$ cat src/rtl/muldiv_sequencer.sv
// -----------------------------------------------------------------------------
// muldiv_sequencer
//
// Iterative MULT/MULTU/DIV/DIVU engine for the 5-stage pipeline. It accepts
// one operation from EX and works through it one bit per cycle. It then
// issues a single regfile write of the 64-bit {hi,lo} result under dest code
// HILO_DEST. While the engine is occupied, it stalls EX/ID whenever a new
// mul/div or an mfhi/mflo shows up.
//
// Parameters
//   XLEN       operand width; result width is 2*XLEN
//   HILO_DEST  regfile dest code that selects the {hi,lo} write
//
// Ports
//   clock      in   system clock, rising edge
//   reset      in   asynchronous, active-high
//   start      in   EX holds a mul/div op this cycle
//   op         in   00 MULT, 01 MULTU, 10 DIV, 11 DIVU
//   rs_val     in   operand A (multiplicand / dividend)
//   rt_val     in   operand B (multiplier / divisor)
//   flush      in   abort the in-flight op; no write is issued
//   hilo_use   in   ID holds mfhi/mflo
//   busy       out  engine occupied (any state but IDLE)
//   stall      out  busy & (start | hilo_use), combinational
//   hilo_we    out  one-cycle regfile write strobe
//   hilo_dest  out  HILO_DEST while hilo_we, else 0
//   prod       out  {hi,lo}, held from one completion to the next
//
// Configuration macro
//   MULDIV_EARLY_TERM_EN : a multiply leaves CALC as soon as the remaining
//                          multiplier bits are all zero (minimum 1 cycle).
//                          Divide timing is unaffected.
// -----------------------------------------------------------------------------
module muldiv_sequencer #(
    parameter int XLEN      = 32,
    parameter int HILO_DEST = 34
) (
    input  logic                clock,
    input  logic                reset,
    input  logic                start,
    input  logic [1:0]          op,
    input  logic [XLEN-1:0]     rs_val,
    input  logic [XLEN-1:0]     rt_val,
    input  logic                flush,
    input  logic                hilo_use,
    output logic                busy,
    output logic                stall,
    output logic                hilo_we,
    output logic [5:0]          hilo_dest,
    output logic [2*XLEN-1:0]   prod
);

    localparam int               CNT_W    = $clog2(XLEN);
    localparam logic [CNT_W-1:0] CNT_LAST = CNT_W'(XLEN - 1);

    typedef enum logic [2:0] {IDLE, PREP, CALC, FIX, DONE} state_t;

    state_t              state_q, state_d;
    logic [1:0]          op_q, op_d;
    logic [XLEN-1:0]     rs_raw_q, rs_raw_d;
    logic [XLEN-1:0]     rt_raw_q, rt_raw_d;
    logic                sa_q, sa_d;
    logic                sb_q, sb_d;
    logic [2*XLEN-1:0]   mcand_q, mcand_d;
    logic [XLEN-1:0]     mplier_q, mplier_d;
    logic [2*XLEN-1:0]   acc_q, acc_d;
    logic [CNT_W-1:0]    cnt_q, cnt_d;
    logic [2*XLEN-1:0]   res_q, res_d;
    logic [2*XLEN-1:0]   prod_q, prod_d;

    logic                is_mul;
    logic                is_signed;
    logic                calc_last;
    logic [XLEN-1:0]     a_mag;
    logic [XLEN-1:0]     b_mag;
    logic [XLEN:0]       cand;
    logic [XLEN-1:0]     rem_sub;
    logic [XLEN-1:0]     quo_fix;
    logic [XLEN-1:0]     rem_fix;

    assign is_mul    = ~op_q[1];
    assign is_signed = ~op_q[0];

    // State register.
    always_ff @(posedge clock or posedge reset) begin
        if (reset) begin
            state_q <= IDLE;
        end else begin
            state_q <= state_d;
        end
    end

    // Next-state logic. A flush in any busy state, DONE included, returns to IDLE.
    always_comb begin
        state_d = state_q;
        case (state_q)
            IDLE:    if (start && !flush) state_d = PREP;
            PREP:    state_d = CALC;
            CALC:    if (calc_last) state_d = FIX;
            FIX:     state_d = DONE;
            DONE:    state_d = IDLE;
            default: state_d = IDLE;
        endcase
        if (flush && (state_q != IDLE)) begin
            state_d = IDLE;
        end
    end

    // Output logic. During DONE, prod already shows the new result so that it
    // travels with the write strobe. A flush in DONE suppresses both.
    always_comb begin
        busy      = (state_q != IDLE);
        stall     = busy & (start | hilo_use);
        hilo_we   = (state_q == DONE) && !flush;
        hilo_dest = hilo_we ? 6'(HILO_DEST) : 6'd0;
        prod      = hilo_we ? res_q : prod_q;
    end

    // Datapath.
    // Magnitudes are formed by an XLEN-bit two's-complement negation read as
    // unsigned. For -2^(XLEN-1) this yields 2^(XLEN-1), so the most negative
    // operand needs no special case.
    // Multiply: left-shifting multiplicand, right-shifting multiplier.
    // The multiplier register reaches zero exactly when no partial products
    // remain, and early termination relies on that.
    // Divide: restoring, with {remainder, dividend/quotient} held in acc.
    always_comb begin
        op_d      = op_q;
        rs_raw_d  = rs_raw_q;
        rt_raw_d  = rt_raw_q;
        sa_d      = sa_q;
        sb_d      = sb_q;
        mcand_d   = mcand_q;
        mplier_d  = mplier_q;
        acc_d     = acc_q;
        cnt_d     = cnt_q;
        res_d     = res_q;
        prod_d    = prod_q;
        a_mag     = '0;
        b_mag     = '0;
        cand      = '0;
        rem_sub   = '0;
        quo_fix   = '0;
        rem_fix   = '0;
        calc_last = 1'b0;

        case (state_q)
            IDLE: begin
                if (start && !flush) begin
                    op_d     = op;
                    rs_raw_d = rs_val;
                    rt_raw_d = rt_val;
                    cnt_d    = '0;
                end
            end

            PREP: begin
                sa_d     = is_signed & rs_raw_q[XLEN-1];
                sb_d     = is_signed & rt_raw_q[XLEN-1];
                a_mag    = sa_d ? -rs_raw_q : rs_raw_q;
                b_mag    = sb_d ? -rt_raw_q : rt_raw_q;
                mcand_d  = {{XLEN{1'b0}}, a_mag};
                mplier_d = b_mag;
                acc_d    = is_mul ? '0 : {{XLEN{1'b0}}, a_mag};
                cnt_d    = '0;
            end

            CALC: begin
                cnt_d = cnt_q + CNT_W'(1);
                if (is_mul) begin
                    if (mplier_q[0]) begin
                        acc_d = acc_q + mcand_q;
                    end
                    mcand_d  = mcand_q << 1;
                    mplier_d = mplier_q >> 1;
                end else begin
                    // Shift the next dividend bit into the partial remainder.
                    // If the trial fits, the subtraction cannot overflow XLEN bits.
                    cand    = acc_q[2*XLEN-1:XLEN-1];
                    rem_sub = cand[XLEN-1:0] - mplier_q;
                    if (cand >= {1'b0, mplier_q}) begin
                        acc_d = {rem_sub, acc_q[XLEN-2:0], 1'b1};
                    end else begin
                        acc_d = {cand[XLEN-1:0], acc_q[XLEN-2:0], 1'b0};
                    end
                end
`ifdef MULDIV_EARLY_TERM_EN
                calc_last = is_mul ? (mplier_d == '0) : (cnt_q == CNT_LAST);
`else
                calc_last = (cnt_q == CNT_LAST);
`endif
            end

            FIX: begin
                if (is_mul) begin
                    res_d = (sa_q ^ sb_q) ? -acc_q : acc_q;
                end else if (mplier_q == '0) begin
                    // Divide by zero: raw dividend in hi, all ones in lo.
                    res_d = {rs_raw_q, {XLEN{1'b1}}};
                end else begin
                    quo_fix = (sa_q ^ sb_q) ? -acc_q[XLEN-1:0] : acc_q[XLEN-1:0];
                    rem_fix = sa_q ? -acc_q[2*XLEN-1:XLEN] : acc_q[2*XLEN-1:XLEN];
                    res_d   = {rem_fix, quo_fix};
                end
            end

            DONE: begin
                if (!flush) begin
                    prod_d = res_q;
                end
            end

            default: ;
        endcase
    end

    // Datapath registers.
    always_ff @(posedge clock or posedge reset) begin
        if (reset) begin
            op_q     <= '0;
            rs_raw_q <= '0;
            rt_raw_q <= '0;
            sa_q     <= 1'b0;
            sb_q     <= 1'b0;
            mcand_q  <= '0;
            mplier_q <= '0;
            acc_q    <= '0;
            cnt_q    <= '0;
            res_q    <= '0;
            prod_q   <= '0;
        end else begin
            op_q     <= op_d;
            rs_raw_q <= rs_raw_d;
            rt_raw_q <= rt_raw_d;
            sa_q     <= sa_d;
            sb_q     <= sb_d;
            mcand_q  <= mcand_d;
            mplier_q <= mplier_d;
            acc_q    <= acc_d;
            cnt_q    <= cnt_d;
            res_q    <= res_d;
            prod_q   <= prod_d;
        end
    end

endmodule

$ cat config.mk
export PLATFORM = sky130hd
export DESIGN_NAME = muldiv_sequencer
export DESIGN_NICKNAME = d
export VERILOG_FILES = /design/src/rtl/muldiv_sequencer.sv
export SDC_FILE = /design/constraint.sdc
export NUM_CORES = 1
export LEC_CHECK = 0
export ABC_AREA = 0
export CORE_ASPECT_RATIO = 1.25
export CORE_MARGIN = 8
export CORE_UTILIZATION = 53
export CTS_CLUSTER_DIAMETER = 40
export DETAILED_ROUTE_END_ITERATION = 16
export PLACE_DENSITY = 0.77
export SLEW_MARGIN = 20
export SYNTH_ARGS = -nofsm -noshare
export SYNTH_HDL_FRONTEND = slang
export SYNTH_SLANG_ARGS = --single-unit
$ cat constraint.sdc
create_clock -name clock -period 11.5 [get_ports clock]
set_input_delay 1.15 -clock clock [delete_from_list [all_inputs] [get_ports clock]]
set_output_delay 1.15 -clock clock [all_outputs]
set_load 0.02 [all_outputs]
Word-level counts from Yosys, hierarchy flattened:

Index checks and enable logic that the tools add are counted.

* register bits after elaboration: 364

* add/subtract/negate cells: 8
* reduce and logical (&&, ||, !) cells: 15
* eq/ne operators: 10
* magnitude comparators: 1
* mux-type cells: 25
* bitwise operators: 7

Operators by type and width (count)
* $mux W64: 8
* $pmux W64 S2: 2
* $mux W32: 6
* $neg A32 Y32: 4
* $add A64 B64 Y64: 1
* $neg A64 Y64: 1
* $pmux W32 S2: 1
* $ge A33 B32 Y1: 1
* $logic_not A32 Y1: 1
* $sub A32 B32 Y32: 1
* $pmux W5 S3: 1
* $pmux W3 S4: 1
* $reduce_and A2 Y1: 6
* $mux W3: 3
* $ne A3 B3 Y1 const B: 3
* $eq A3 B2 Y1 const B: 2
* $mux W6: 1
* $reduce_bool A3 Y1: 2
* $add A5 B1 Y5 const B: 1
* $eq A5 B5 Y1 const B: 1
* $mux W5: 1
* $ne A2 B2 Y1 const B: 2
* $and A1 B1 Y1: 3
* $eq A3 B1 Y1 const B: 1
* other kinds (9): 12

Longest topological paths before layout:

Gate-level depths: netlist of the first run.

* depth in word-level cells: 5
* gate-level depth with buffers: 15

Worst setup path after synthesis of the first run:

OpenSTA, ideal clock, no wires.

* path type: input to output
* start point: input port flush
* end point: output port prod[52]
* buffers on the path: 2
* arrival time: 2.758 ns
* slack: 7.592 ns
* data required time: 10.350 ns
* cell stages on the path: 4
* path through: nor4b_1 -> clkbuf_1 -> clkbuf_1 -> mux2_2

* cells in the longest elaborated chain, start to end: 3

RTL lines
* start: declaration: line 44 `input logic flush,`
* $logic_not A1 Y1
* $logic_and A1 B1 Y1: line 114 `hilo_we = (state_q == DONE) && !flush;`
* named net hilo_we: line 48 `output logic hilo_we,`
* $mux W64: line 116 `prod = hilo_we ? res_q : prod_q;`
* end: declaration: line 50 `output logic [2*XLEN-1:0] prod`

The timed path passes the listed nets, and every way through them passes these cells.

Worst setup path after layout of the first run:

* start point: input port flush
* end point: output port prod[8]

* cells in the longest elaborated chain, start to end: 3

RTL lines (line)
* $logic_not A1 Y1
* $logic_and A1 B1 Y1: 114
* $mux W64: 116

Every way passes these cells.

==> results by group, run 1 <==
Routing
  – Iteration-0 DRC Markers: between 2000 and 2500
  – WL/cell: roughly 23 um
  – Met3 WL: between 5 and 6 mm
  – Detailed Routing Iterations Pass 1: 6
  – Max layer used: met4
  – Via density: 6.39
  – Drt total wl: around 80 mm
  – Drc violations: 0
  – Antenna viol nets, final: 0
  – Vias post-DR: 22500
  – Routed length on met2: 37.6 mm
  – Metal-1 WL: between 30 and 40 mm

Finish
  – Filler cells: 3849
  – Ratio of cells with drive above 1 in the final layout: 10.3%
  – Final instance area: 27900 um2
  – Final Net Count: 3065
  – N_diodes: 0
  – Area grow syn2layout: 14.0%
  – FF+latch area: 9110 um2
  – Multi-input logic area: 14400 um2

Floorplanning
  – Die ar.: between 50000 and 60000 um2
  – Die W: around 210 um
  – Die height: around 260 um
  – Core Box Area: 45900 um2
  – Cell Rows: 88
  – IO Pins: 144
  – Starting Density: 53.3%

Place
  – Dpl hpwl: 58.2 mm
  – Port bufs: 139
  – Dpl cell area: ~26000 um2
  – Gpl congestion: about 1.0
  – Worst slack, placed: 6.74 ns

GRT
  – Antenna violations before repair: 0
  – First-pass GRT wire length: approximately 120 mm
  – Largest net degree at the start of global routing: 146
  – GRT overflow: 0
  – Vias in the first global route: 22100
  – Total Routing Usage GR: 28.8%

Yosys
  – Async SR Flop Fraction: 100%
  – Synth top cells by count: dfrtp_1 (364), nand2_1 (361), nor2_1 (245), a21oi_1 (240), o21ai_0 (229)
  – Post-synth EDFFs: 0
  – Syn Std Cell Area: 24500 um2
  – Mapped Cells: 2848
  – Register area share after synthesis: 37.2%
  – Share of the synthesized area in the top cell type: 37.2%
  – #FFs+latches synth: around 360
  – Post-synthesis cell type count: a little over 90
  – Top-count cell post-synth: dfrtp_1
  – Post-synthesis average cell area: 8.60 um2
  – Synth top area cells: dfrtp_1 (37%), mux2_2 (6.3%), nand2_1 (5.5%)
  – Largest area contributor in the netlist: dfrtp_1
  – Yosys warning count: 0
  – Top FF cell, synth: dfrtp_1

Critical path
  – Critical Path Sink Type: primary output
  – Buffers & Inverters on Critical Path: 3
  – Crit path max-delay family: buffers and inverters
  – Crit Path Max Fanout: 67
  – Most common cell on crit path: clkdlybuf4s50_1
  – Worst reg2reg startpoint: acc_q[37]$_DFFE_PP0P_
  – Cell chain of the critical path: clkdlybuf4s50_1 -> nor4b_2 -> buf_4 -> mux2_2 -> clkdlybuf4s50_1
  – Critical Path Source: flush
  – CP Data Required Time: 10.35 ns
  – Slowest stage delay, CP: roughly 0.7 ns
  – CP arrival: between 3 and 4 ns
  – Worst path slowest cell: buf_4
  – Worst setup SP type: primary input
  – Critical path class: primary input to primary output

Clock tree
  – Clk slew on worst S/H paths: 0.05 ns
  – Post-CTS setup buffers: 0
  – CTS root buf: clkbuf_16
  – CTS Buffer Depth: 3
  – Hold_buf cts: 0
  – CTS tree: yes
  – CTS resizes: 0
  – Clk sinks: 364
  – Clock Latency Late Sink: about 0.61 ns
  – Inserted Clock Buffers: 49
  – # H-tree levels: 2

Timing
  – Crit path time final: 4.79 ns
  – Worst-Margin Slew: 1.11 ns
  – Clock Skews: approximately 0.030 ns
  – RSZ-0062 raised after global routing: no
  – Max Slew Vio Count: 0
  – Fin worst setup slack: approximately 6.7 ns
  – Hold WS: 0.480 ns
  – Period utilisation layout: 41.6%
  – Worst slew margin: 26.0%
  – Final setup TNS: 0 ns
  – Endpoints failing hold: 0
  – Final setup fails: 0
  – Achievable Freq: 209 MHz

Power and ir drop
  – Register share of total power: 27.9%
  – Lkg Pwr: 12.1 nW
  – Switching power: 3.86 mW
  – Pwr Density: 294 nW/um2
  – Maximum VDD drop: 0.181 mV
  – Clock Power Share: between 10% and 20%
  – Sw Ratio: 47.1%
  – Comb pwr share: between 50% and 60%
  – Internal: between 4 and 5 mW

Min path
  – Hold path startpoint: res_q[45]$_DFFE_PP0N_
  – HP Class: flip-flop to flip-flop

Flow run
  – Max cap viols: 0

Outcome
  – Outcome: finished, final reports clean
power groups by stage:
stage                     logic (mW)  clock network (mW)  registers (mW)
after global placement          4.12                   0            2.26
final                           4.30                1.61            2.29
after CTS                       4.22                1.63            2.26
after floorplan                 3.23                   0            2.00
after detailed placement        4.19                   0            2.28
after global routing            4.71                1.69            2.33
logic make-up (layout without fill, tap and decap cells):
group	after synthesis	in the layout	synth area share, %
AO/OA/AOI/OAI	848	848	21.3
XOR/XNOR	194	194	6.94
adder cells (fa/ha/maj)	103	103	5.33
buffers and inverters	261	342	4.36
flip-flops	364	364	37.2
multiplexers	165	165	7.44
other	1	4	0.0153
AND/OR/NAND/NOR	912	912	17.4
worst paths after layout:
path                                              end  slack (ns)  cells past startpoint
worst max register to register  acc_q[39]$_DFFE_PP0P_        7.37                     12
max in group asynchronous         op_q[1]$_DFFE_PP0P_        8.87                      4
worst min register to register  res_q[45]$_DFFE_PP0N_        0.48                      2
worst max-delay path                          prod[8]        6.71                      5
worst min-delay path            res_q[45]$_DFFE_PP0N_        0.48                      2
min in group asynchronous       res_q[23]$_DFFE_PP0N_        0.92                      2
flip-flops by register name, summed over array words and instances (netlist names), 2 cells and up:
name      cells
cnt_q         5
state_q       3
mcand_q      64
rt_raw_q     32
op_q          2
mplier_q     32
prod_q       64
rs_raw_q     32
acc_q        64
res_q        64
cell type report:
| class | instances | area share (%) |
|---|---|---|
| multi-input combinational | 2226 | 51.5 |
| sequential | 364 | 32.6 |
| timing repair buffer | 172 | 5.96 |
| clock buffer | 65 | 4.83 |
| tap | 585 | 2.62 |
| clock inverter | 27 | 1.40 |
| inverter | 78 | 1.08 |
cells in the final DEF, fill, tap and decap left out, types with 10 or more instances in the layout:
cell type        netlist  routed
inv_1                 78      77
o21ai_1               26      25
or3_1                 24      24
a21o_1                44      44
o21bai_1              11      11
and3_1                20      20
a21oi_1              240     240
a31oi_1               55      55
a211oi_1              17      17
o211ai_1              62      62
nand2b_1              16      16
clkdlybuf4s50_1        0     139
o22ai_1               16      16
xnor2_1              109     108
dfrtp_1              364     363
ha_1                 101     101
o31ai_1               33      33
buf_4                 12      31
nand4_1               33      33
clkbuf_16              0      50
nor4_1                22      22
o21ai_0              229     229
mux2i_1               29      29
mux2_2               136     136
nor2_1               245     242
nand3_1               77      77
clkbuf_1             134      11
o41ai_1               10      10
o21a_1                15      15
nor3_1                30      30
nand2_1              361     357
nor2b_1               14      14
xor2_1                85      84
tightest hold or removal path, delay by kind of cell (launching register included):
kind / cells / cell delay, ns
AOI/OAI and AO/OA: 1 / 0.05
DFF: 1 / 0.34
and+or+nand+nor: 1 / 0.05
per-stage QoR:
step | std cells | util (%) | total power [mW]
after floorplan | 2851 | - | 5.23
after global placement | 3424 | 57.0 | 6.37
after detailed placement | 3424 | 57.0 | 6.47
after CTS | 3516 | 60.7 | 8.12
after global routing | 3517 | 60.8 | 8.73
final | 3517 | 60.8 | 8.20
metal layers:
metal | vias up | track usage [%]
li1 | 10300 | -
met1 | 10800 | 34.7
met2 | 1056 | 47.9
met3 | 247 | 4.47
met4 | 0 | 17.8
met5 | - | 0
No activity file was read; power rests on OpenSTA's default activity.
==> run 2: changes to the inputs <==
PLACE_DENSITY = 0.74   (was 0.77)
clock period = 4.9 ns   (was 11.5 ns; I/O delays follow)
==> results by group, run 2 (synthesis results as in run 1) <==
Outcome
  – Outcome: finished, final reports clean

Clock tree
  – Inserted Clock Buffers: 52 (+6.1%)
  – Post-CTS setup buffers: 0 (unchanged)
  – Clk sinks: 364 (unchanged)
  – CTS root buf: clkbuf_16
  – Hold_buf cts: 0 (unchanged)
  – CTS Buffer Depth: 3 (unchanged)
  – Clock Latency Late Sink: 0.61 ns (about the same)
  – Clk slew on worst S/H paths: 0.06 ns (about the same)
  – CTS resizes: 0 (unchanged)
  – CTS tree: yes
  – # H-tree levels: 2 (unchanged)

Floorplanning
  – Die W: 208 um (unchanged)
  – IO Pins: 144 (unchanged)
  – Die ar.: 53400 um2 (unchanged)
  – Cell Rows: 88 (unchanged)
  – Core Box Area: 45900 um2 (unchanged)
  – Die height: 256 um (unchanged)
  – Starting Density: 53.3% (unchanged)

Power and ir drop
  – Lkg Pwr: 12.3 nW (+0.86%)
  – Sw Ratio: 47.3% (+0.23 points)
  – Switching power: 9.24 mW (+140%)
  – Comb pwr share: 53.3% (+0.9 points)
  – Pwr Density: 696 nW/um2 (+140%)
  – Register share of total power: 27.1% (-0.8 points)
  – Clock Power Share: 19.6% (about the same)
  – Internal: 10.3 mW (+140%)
  – Maximum VDD drop: 0.332 mV (+83%)

Finish
  – Layout Utilization: 61.1% (+0.27 points)
  – Most frequent cells in the layout: dfrtp_1 (363), nand2_1 (357), nor2_1 (243), a21oi_1 (240), o21ai_0 (229)
  – Filler cells: 4006 (+4.1%)
  – Commonest non-fill, non-tap cell in the layout: dfrtp_1
  – Final Net Count: 3079 (+0.46%)
  – Area grow syn2layout: 14.6%
  – N_diodes: 0 (unchanged)
  – Ratio of cells with drive above 1 in the final layout: 10.9% (+0.60 points)

Timing
  – Max Slew Vio Count: 0 (unchanged)
  – Crit path time final: 3.98 ns
  – Worst slew margin: 35.4% (+9.4 points)
  – Achievable Freq: 251 MHz
  – Final setup TNS: 0 ns (unchanged)
  – Final setup fails: 0 (unchanged)
  – Clock Skews: 0.0269 ns (-0.00337 ns)
  – Period utilisation layout: between 80% and 90%
  – Worst-Margin Slew: 0.969 ns (-0.137 ns)
  – Endpoints failing hold: 0 (unchanged)
  – RSZ-0062 raised after global routing: no
  – Fin worst setup slack: 0.922 ns (-5.79 ns)

GRT
  – Met3 GRT Util: 4.94% (+0.48 points)
  – Gr busiest metal: met2
  – Total Routing Usage GR: 30.7% (+1.9 points)
  – First-pass GRT wire length: 130 mm (+4.8%)
  – Antenna violations before repair: 0 (unchanged)
  – GR Layer Usage met1: 36.9% (+2.2 points)
  – Vias in the first global route: 22000 (-0.29%)
  – Met2 Use GR: 50.6% (+2.7 points)
  – Largest net degree at the start of global routing: 142 (-2.7%)
  – GRT overflow: 0 (unchanged)

Critical path
  – Critical path class: flip-flop to flip-flop
  – Reg2reg end: acc_q[56]$_DFFE_PP0P_
  – Critical Path Source: acc_q[0]$_DFFE_PP0P_
  – CP arrival: 4.45 ns (+0.81 ns)
  – CP Data Required Time: 5.37 ns (-4.98 ns)
  – Worst reg2reg startpoint: acc_q[0]$_DFFE_PP0P_
  – Reg2reg path depth: 12 (unchanged)
  – Critical Path Sink: acc_q[56]$_DFFE_PP0P_
  – Critical Path Sink Type: flip-flop
  – Crit Path Max Fanout: 6 (-91%)
  – Worst setup SP type: flip-flop
  – Worst R2R Setup Slack: 0.92 ns (-6.45 ns)

Place
  – Dpl hpwl: 62.1 mm (+6.7%)
  – Port bufs: 139 (unchanged)
  – Worst slack, placed: 1.02 ns (-5.72 ns)
  – Gpl congestion: 1.02 (+2.0%)

Routing
  – Drc violations: 0 (unchanged)
  – Detailed Routing Iterations Pass 1: 6 (unchanged)
  – Iteration-0 DRC Markers: 2030 (-3.5%)
  – WL/cell: 23.6 um (+4.7%)
  – Drt total wl: 83.4 mm (+5.1%)
  – Vias post-DR: 22500 (+0.0089%)
  – Via density: 6.37 (-0.33%)
  – Antenna viol nets, final: 0 (unchanged)

Min path
  – HP Class: primary input to async pin

Flow run
  – Max cap viols: 0 (unchanged)
-- run 2: changes by cell type in the layout (fill, tap and decap cells not counted), sizes merged --
cell and change:
clkinv +12, clkinvlp -3, clkbuf -5, inv -3
buf +11
-- run 2: how the worst min path moves through the flow --
stage          depth (start not counted)  slack [ns]                  start                       end
2_1_floorplan                          2        0.44  res_q[59]$_DFFE_PP0N_     res_q[59]$_DFFE_PP0N_
3_3_place_gp                           2        0.47  res_q[32]$_DFFE_PP0N_     res_q[32]$_DFFE_PP0N_
3_5_place_dp                           2        0.47  res_q[32]$_DFFE_PP0N_     res_q[32]$_DFFE_PP0N_
4_1_cts                                3        0.48                  reset      cnt_q[1]$_DFFE_PP0P_
5_1_grt                                2        0.50             rs_val[12]  rs_raw_q[12]$_DFFE_PP0P_
6_report                               3        0.44                  reset  rs_raw_q[21]$_DFFE_PP0P_
-- run 2: cell type report --
cell class                      count  area, um2  area share [%]
Multi-Input combinational cell   2226      14400            51.3
Sequential cell                   364       9110            32.5
Timing Repair Buffer              183       1760            6.27
Clock buffer                       60       1370            4.89
Tap cell                          585        732            2.61
Clock inverter                     33        390            1.39
Inverter                           78        297            1.06
-- run 2: through the flow --
step / hold WS (ns) / instance area, um2 / power (mW) / std cells
after floorplan: 0.442 / 24500 / 12.3 / 2851
after global placement: 0.468 / 26300 / 15.3 / 3436
after detailed placement: 0.465 / 26300 / 15.4 / 3436
after CTS: 0.479 / 28000 / 19.3 / 3529
after global routing: 0.497 / 28000 / 20.8 / 3529
final: 0.439 / 28000 / 19.5 / 3529
-- run 2: power groups by stage --
stage / sequential, mW / combinational [mW] / clock [mW]
floorplan: 4.69 / 7.58 / 0
global placement: 5.23 / 10.1 / 0
detailed placement: 5.28 / 10.1 / 0
CTS: 5.24 / 10.2 / 3.88
global route: 5.40 / 11.4 / 3.99
finish: 5.28 / 10.4 / 3.83
-- run 2: per-layer routing --
| metal | share of wire, % | wire, um | vias up |
|---|---|---|---|
| li1 | - | - | 10400 |
| met1 | 39 | 32500 | 10800 |
| met3 | 6.7 | 5600 | 261 |
| met2 | 47 | 39000 | 1051 |
| met4 | 7.6 | 6360 | 0 |
| met5 | 0 | 0 | - |
-- run 2: worst max-delay path: stages, from the launching register on --
cell and delay [ns]:
dfrtp_1 0.44, ha_1 0.24, fa_1 0.41, a21oi_1 0.22
o211ai_1 0.18, a31oi_1 0.54, o32ai_1 0.21, a211oi_2 0.50
o21ai_1 0.30, o21ai_0 0.23, nand2_1 0.09, xor2_1 0.16
a221o_1 0.32
==> run 3: changes to the inputs <==
PLACE_DENSITY = 0.77   (was 0.74)
clock period = 3.25 ns   (was 4.9 ns; I/O delays follow)
==> results by group, run 3 (synthesis results as in run 1) <==
Outcome
  – Outcome: complete, but fails checks
  – Failing checks: setup timing

Critical path
  – Slowest stage delay, CP: 0.47 ns (-0.07 ns)
  – Reg2reg end: acc_q[36]$_DFFE_PP0P_
  – Reg2reg path depth: 15 (+3)
  – CP Depth: 15 (+3)
  – Crit path max-delay family: compound AO/OA/AOI/OAI gates
  – Crit Path Max Fanout: 2 (-4)
  – Worst reg2reg startpoint: mcand_q[0]$_DFFE_PP0P_
  – CP Data Required Time: 3.75 ns (-1.62 ns)
  – Worst setup SP type: flip-flop
  – Worst path slowest cell: o41a_1
  – Critical Path Source: mcand_q[0]$_DFFE_PP0P_
  – CP arrival: 3.79 ns (-0.66 ns)
  – Critical path class: flip-flop to flip-flop
  – Critical Path Sink: acc_q[36]$_DFFE_PP0P_
  – Critical Path Sink Type: flip-flop
  – Buffers & Inverters on Critical Path: 3 (+3)
  – Cell chain of the critical path: ha_4 -> fa_2 -> a21oi_2 -> o211ai_1 -> a31oi_2 -> buf_4 -> o21a_1 -> buf_6 -> o41a_1 -> o31ai_2 -> buf_4 -> a21oi_2 -> xnor2_1 -> a22oi_1 -> o21ai_1
  – Worst R2R Setup Slack: -0.04 ns (-0.97 ns)

Timing
  – Final setup fails: 2 (+2)
  – Fin worst setup slack: -0.0436 ns (-0.965 ns)
  – Worst slew margin: 47.6% (+12 points)
  – Worst-Margin Slew: 0.785 ns (-0.184 ns)
  – Crit path time final: 3.29 ns (-0.685 ns)
  – Max Slew Vio Count: 0 (unchanged)
  – RSZ-0062 raised after global routing: yes
  – Clock Skews: 0.0408 ns (+0.0138 ns)
  – Period utilisation layout: 101% (+20 points)
  – Final setup TNS: -0.0521 ns (-0.0521 ns)
  – Achievable Freq: 304 MHz (+21%)
  – Endpoints failing hold: 0 (unchanged)

Clock tree
  – Clk sinks: 364 (unchanged)
  – # H-tree levels: 2 (unchanged)
  – CTS tree: yes
  – CTS root buf: clkbuf_16
  – Clock Latency Late Sink: 0.64 ns (+0.03 ns)
  – Inserted Clock Buffers: 54 (+3.8%)
  – Hold_buf cts: 0 (unchanged)
  – Clk slew on worst S/H paths: 0.06 ns (about the same)
  – CTS Buffer Depth: 3 (unchanged)

GRT
  – GRT overflow: 0 (unchanged)
  – First-pass GRT wire length: 134 mm (+3.1%)
  – Antenna violations before repair: 1 (+1)
  – Vias in the first global route: 23600 (+7.1%)
  – Total Routing Usage GR: 31.3% (+0.60 points)
  – Largest net degree at the start of global routing: 118 (-17%)

Floorplanning
  – Die W: 208 um (unchanged)
  – IO Pins: 144 (unchanged)
  – Die height: 256 um (unchanged)
  – Core Box Area: 45900 um2 (unchanged)
  – Starting Density: 53.3% (unchanged)
  – Die ar.: 53400 um2 (unchanged)
  – Cell Rows: 88 (unchanged)

Place
  – Post-Place Cells: 3692 (+7.5%)
  – Port bufs: 139 (unchanged)
  – Dpl cell area: 28300 um2 (+7.5%)
  – Gpl congestion: 0.997 (-1.8%)
  – Worst slack, placed: -0.339 ns (-1.36 ns)
  – Dpl hpwl: 63.7 mm (+2.7%)

Power and ir drop
  – Lkg Pwr: 14.0 nW (+15%)
  – Switching power: 15.0 mW (+62%)
  – Sw Ratio: 45.2% (-2.1 points)
  – Clock Power Share: 18.3% (-1.3 points)
  – Register share of total power: 22.4% (-4.7 points)
  – Internal: 18.2 mW (+77%)
  – Pwr Density: 1080 nW/um2 (+55%)
  – Maximum VDD drop: 0.572 mV (+72%)
  – Comb pwr share: 59.3% (+6.0 points)
  – Tot Pwr: 33.1 mW (+70%)

Flow run
  – Max cap viols: 0 (unchanged)

Routing
  – Antenna viol nets, final: 0 (unchanged)
  – Iteration-0 DRC Markers: 2084 (+2.7%)
  – WL/cell: 22.7 um (-3.9%)
  – Drc violations: 0 (unchanged)
  – Detailed Routing Iterations Pass 1: 6 (unchanged)
  – Via density: 6.25 (-1.8%)
  – Vias post-DR: 23900 (+6.1%)
  – Drt total wl: 86.6 mm (+3.8%)

Finish
  – Most frequent cells in the layout: dfrtp_1 (361), nand2_1 (357), buf_4 (308), nor2_1 (240), a21oi_1 (233)
  – Final Net Count: 3360 (+9.1%)
  – Finished Layout Cells: 3814 (+8.1%)
  – Commonest non-fill, non-tap cell in the layout: dfrtp_1
  – Final instance area: 30700 um2 (+9.6%)
  – Ratio of cells with drive above 1 in the final layout: 20.6% (+9.7 points)
  – N_diodes: 0 (unchanged)
  – Area grow syn2layout: 25.6%

Min path
  – HP Class: primary input to async pin
## run 3: timing repair
action	in CTS	in global routing
pin swaps	12	39
buffers inserted	5	16
gates resized for setup	24	79
setup endpoints to repair	82	75
gates cloned	1	1
## run 3: how the worst min path moves through the flow
| stage | from | endpoint | slack (ns) |
|---|---|---|---|
| 6_report | reset | prod_q[37]$_DFFE_PP0P_ | 0.03 |
| 5_1_grt | reset | prod_q[37]$_DFFE_PP0P_ | 0.03 |
| 4_1_cts | reset | prod_q[37]$_DFFE_PP0P_ | 0.01 |
| 3_5_place_dp | res_q[39]$_DFFE_PP0N_ | res_q[39]$_DFFE_PP0N_ | 0.47 |
| 3_3_place_gp | res_q[45]$_DFFE_PP0N_ | res_q[45]$_DFFE_PP0N_ | 0.46 |
| 2_1_floorplan | flush | state_q[2]$_DFFE_PP0P_ | 0.39 |
## run 3: layout make-up
type	count	area, um2
clock buffers	62	1450
clock inverters	37	442
fillers	3636	15200
inverters	78	297
multi-input cells	2226	14700
flip-flops and latches	364	9110
well taps	585	732
repair buffers	462	4000
## run 3: power groups by stage
stage / Sequential (mW) / Combinational (mW) / Clock [mW]
final: 7.42 / 19.6 / 6.07
after floorplan: 7.07 / 11.4 / 0
after detailed placement: 7.38 / 18.3 / 0
after CTS: 7.35 / 18.7 / 6.14
after global placement: 7.29 / 18.0 / 0
after global routing: 7.56 / 21.2 / 6.33
## run 3: layer usage
| metal | vias up | GRT usage, % | part of all wire, % |
|---|---|---|---|
| met1 | 11500 | 37.3 | 38 |
| met5 | - | 0 | 0 |
| met2 | 1152 | 53.0 | 48 |
| met3 | 283 | 5.08 | 7.2 |
| met4 | 0 | 18.0 | 6.4 |
| li1 | 10900 | - | - |
## run 3: metrics by stage
step | util, % | hold WS [ns]
after global placement | 61.6 | 0.464
after detailed placement | 61.6 | 0.475
after global routing | 67.0 | 0.0347
after floorplan | - | 0.391
final | 67.0 | 0.0287
after CTS | 66.0 | 0.0119
==> RTL edit 1: new RTL, settings of run 3 <==
Add a define of `MULDIV_EARLY_TERM_EN`.
--- a/src/rtl/muldiv_sequencer.sv
+++ b/src/rtl/muldiv_sequencer.sv
@@ -33,2 +33,4 @@
 // -----------------------------------------------------------------------------
+`define MULDIV_EARLY_TERM_EN
+
 module muldiv_sequencer #(
Formal check against the unedited RTL: not equivalent (Yosys sat finds a counterexample within 10 cycles, from zero or initial values and one cycle with reset high).
==> RTL edit 1 against run 3 <==
  * Combinational power is 18% higher
  * Clock skew fell by 0.011 ns
  * Global-route usage down 0.90 points
  * Synthesized area fell by 0.94%
  * Non-clock buffer count down 27
  * Count of clock-buffer cells in the layout is 3 higher
  * Critical path depth fell by 2
  * Routed wire length down 4.3%
  * Cell area down 0.94%
  * Die area shrank 0.88%
  * Synthesized cell count shrank 1.3%
  * Power up 11%
  * Sequential cell count stayed put
  * Worst setup slack improved by 0.12 ns
==> RTL edit 1: results (changes against run 3) <==
status completed; Max FO, Critical Path 6 (+4); static leakage 0.0144 uW (+2.8%); Area contributors post-synth dfrtp_1 38%, mux2_2 6.4%, nand2_1 5.2%, ha_1 5.2%, o21ai_0 5.1%; fin crit share 97.8% (-3.6 points); Avg WL per Cell 22.1 um (-2.6%); cts bufs inserted 53 (-1.9%); Tot GR Track Use 30.4% (-0.90 points); post-synthesis xor/xnor area fraction 7.48% (+0.54 points); switching part of the total power 46.8% (+1.6 points); 1st-iter DRT viols 2245 (+7.7%); placed cells 3637 (-1.5%); WL final 82900 um (-4.3%); detailed placer's ending HPWL 61400 um (-3.6%); initial antenna violation count 0 (-1); RD Place Congestion 1.02 (+2.1%); library cells used by synthesis 83 (-9.8%); Max stage delay on crit path 0.39 ns (-0.08 ns); dpl cell area 28100 sq um (-0.67%); CP arrival 3.71 ns (-0.08 ns); mux share of post-synthesis cell area 7.43% (about the same); first drt pass iteration count 8 (+2); final setup skew 0.0294 ns (-0.0113 ns); mean post-synth cell area 8.63 sq um (+0.36%); sequential cell area fraction in the yosys report 37.6% (+0.35 points); vias in the first global route 23.2k (-1.8%); Post-synth top cells 364 x dfrtp_1, 339 x nand2_1, 249 x o21ai_0; Filler cells 3541 (-2.6%); largest net degree at the start of global routing 84 (-29%); vias per inst 6.23 (-0.43%); maximum VDD drop 0.725 mV (+27%); measured slew at the worst slew-check pin 0.918 ns (+0.133 ns); Synth Area in Adders 5.38% (+0.051 points)
RTL edit 1: cell type report:
type / instances / area share [%]
Tap cell: 578 / 2.37
Clock inverter: 35 / 1.26
Inverter: 77 / 0.961
Clock buffer: 65 / 4.87
Timing Repair Buffer: 435 / 13.0
Multi-Input combinational cell: 2194 / 47.6
Sequential cell: 364 / 29.9
RTL edit 1: worst paths after layout:
kind,from,endpoint,depth (start not counted)
max in group asynchronous,reset,mcand_q[61],3
setup reg to reg,acc_q[18],acc_q[53],13
hold reg to reg,res_q[52],res_q[52],2
hold / removal,reset,res_q[49],2
setup / recovery,acc_q[18],acc_q[53],13
min in group clock,rs_val[18],rs_raw_q[18],2
RTL edit 1: kinds of logic (layout without fill, tap and decap cells):
| group | after synthesis | after routing |
|---|---|---|
| compound gates | 861 | 861 |
| simple gates | 856 | 856 |
| flops | 364 | 364 |
| buf+inv | 256 | 612 |
| xor+xnor | 207 | 207 |
| mux | 163 | 163 |
| fa+ha+maj | 103 | 103 |
| other cells | 1 | 4 |
RTL edit 1: timing repair:
item                       in CTS  in global routing
gates cloned                    1                  0
setup buffers                   5                  5
resized for setup              17                 98
hold endpoints to repair        0                  0
pin swaps                       8                 28
setup endpoints to repair      47                 83
RTL edit 1: metal layers:
layer	vias to the layer above	part of all wire (%)	GRT usage, %
li1	10700	-	-
met1	11200	38	35.2
met2	1080	48	52.8
met3	301	7.3	5.37
met4	0	6.1	17.9
met5	-	0	0
RTL edit 1: critical path, delay by kind of cell (launching register included):
family	cells	cell delay, ns
fa+ha+maj	1	0.39
flops	1	0.39
simple gates	2	0.49
compound gates	6	1.24
mux	1	0.10
buf+inv	2	0.28
xor+xnor	1	0.20
RTL edit 1: metrics by stage:
| stage | TNS (ns) | util, % | hold slack, ns |
|---|---|---|---|
| 2_1_floorplan | -712.43 | - | 0.391 |
| 3_3_place_gp | -0.0734 | 62.1 | 0.468 |
| 3_5_place_dp | -0.303 | 62.1 | 0.466 |
| 4_1_cts | 0 | 66.6 | 0.136 |
| 5_1_grt | -0.154 | 67.4 | 0.176 |
| 6_report | 0 | 67.4 | 0.125 |
RTL edit 1: power by group through the flow:
| stage | Combinational, uW | Sequential, uW | Clock (uW) |
|---|---|---|---|
| CTS | 22500 | 7600 | 6070 |
| detailed placement | 22200 | 7640 | 0 |
| global placement | 21800 | 7560 | 0 |
| finish | 23200 | 7680 | 6010 |
| floorplan | 14400 | 7310 | 0 |
| global route | 25200 | 7840 | 6240 |
==> RTL edit 2: new RTL, settings of run 3 <==
Made on the original files. The 5 states of `state_t` get a Gray code encoding in 3 bits.
--- a/src/rtl/muldiv_sequencer.sv
+++ b/src/rtl/muldiv_sequencer.sv
@@ -55,3 +55,3 @@
 
-    typedef enum logic [2:0] {IDLE, PREP, CALC, FIX, DONE} state_t;
+    typedef enum logic [2:0] {IDLE = 3'b000, PREP = 3'b001, CALC = 3'b011, FIX = 3'b010, DONE = 3'b110} state_t;
 
Behaviour: no difference found for any inputs over 4 cycles, from zero or initial values and one cycle with reset high; so few cycles prove little.
==> RTL edit 2 against run 3 <==
  * The flow still finishes with violations (negative setup slack)
  * Power fell by 11%
  * Cell area grew 5.4%
  * Sequential cell count stayed put
  * Routed wire length up 4.8%
  * Hold slack improved by 0.094 ns
  * Worst setup slack worse by 0.034 ns
  * Non-clock buffer count increased by 180
  * Global-route usage increased by 1.6 points
  * Combinational power down 15%
  * Utilization is 4.9 points higher
  * Sequential power fell by 3.2%
  * Synthesized area decreased by 1.3%
  * Clock skew up 0.00079 ns
  * Fmax shrank 1.0%
  * Largest cell class unchanged
==> RTL edit 2: results (changes against run 3) <==
status finished with violations; violated checks negative setup slack; postcts setup bufs 11 (+6); sequential cell area fraction in the yosys report 37.7% (+0.48 points); Synth Area in Adders 5.39% (+0.068 points); register area 9110 sq um (about the same); Filler cells 3367 (-7.4%); met3 wire len 6210 um (-1.1%); setup TNS -0.209 ns (-0.157 ns); Tot GR Track Use 32.9% (+1.6 points); WL final 90800 um (+4.8%); cts bufs inserted 50 (-7.4%); CP arrival 3.78 ns (about the same); Post-synth top cells 364 x dfrtp_1, 334 x nand2_1, 279 x o21ai_0; mux share of post-synthesis cell area 7.09% (-0.35 points); non-clk buf share 16.8% (+3.8 points); CLK BUF 59 (-4.8%); met1 wire length 34400 um (+3.9%); post-CTS resize count 76 (+220%); Max FO, Critical Path 3 (+1); placed cells 3774 (+2.2%); # setup viols final 6 (+4); setup ws final -0.0772 ns (-0.0336 ns); maximum VDD drop 0.623 mV (+8.8%); library cells used by synthesis 84 (-8.7%); met1 Use GR 38.5% (+1.2 points); Max stage delay on crit path 0.50 ns (+0.03 ns)
==> RTL edit 2: cell types whose count changed in the layout (fill, tap and decap cells not counted), sizes merged, moves of 10 or more <==
| cell | change |
|---|---|
| nand3 | -46 |
| buf | +180 |
| nor3 | +14 |
| and3 | -10 |
| mux2i | -13 |
| o22a | +25 |
| o211ai | -19 |
| o21ai | +31 |
| a22o | +27 |
| nor2 | -55 |
| a21oi | -36 |
| nand2 | -28 |
==> RTL edit 2: worst paths after layout <==
kind	from	to	slack (ns)	depth (start not counted)
setup / recovery	acc_q[38]	acc_q[63]	-0.08	12
hold / removal	reset	rs_raw_q[8]	0.12	2
setup reg to reg	acc_q[38]	acc_q[63]	-0.08	12
hold reg to reg	res_q[46]	res_q[46]	0.48	2
max in group asynchronous	reset	rt_raw_q[13]	2.03	3
min in group clock	rt_val[24]	rt_raw_q[24]	0.32	2
==> RTL edit 2: where the power goes <==
group	total [uW]	switching (uW)	internal, uW
sequential	7180	1250	5930
clock	5690	2330	3360
combinational	16700	9020	7660
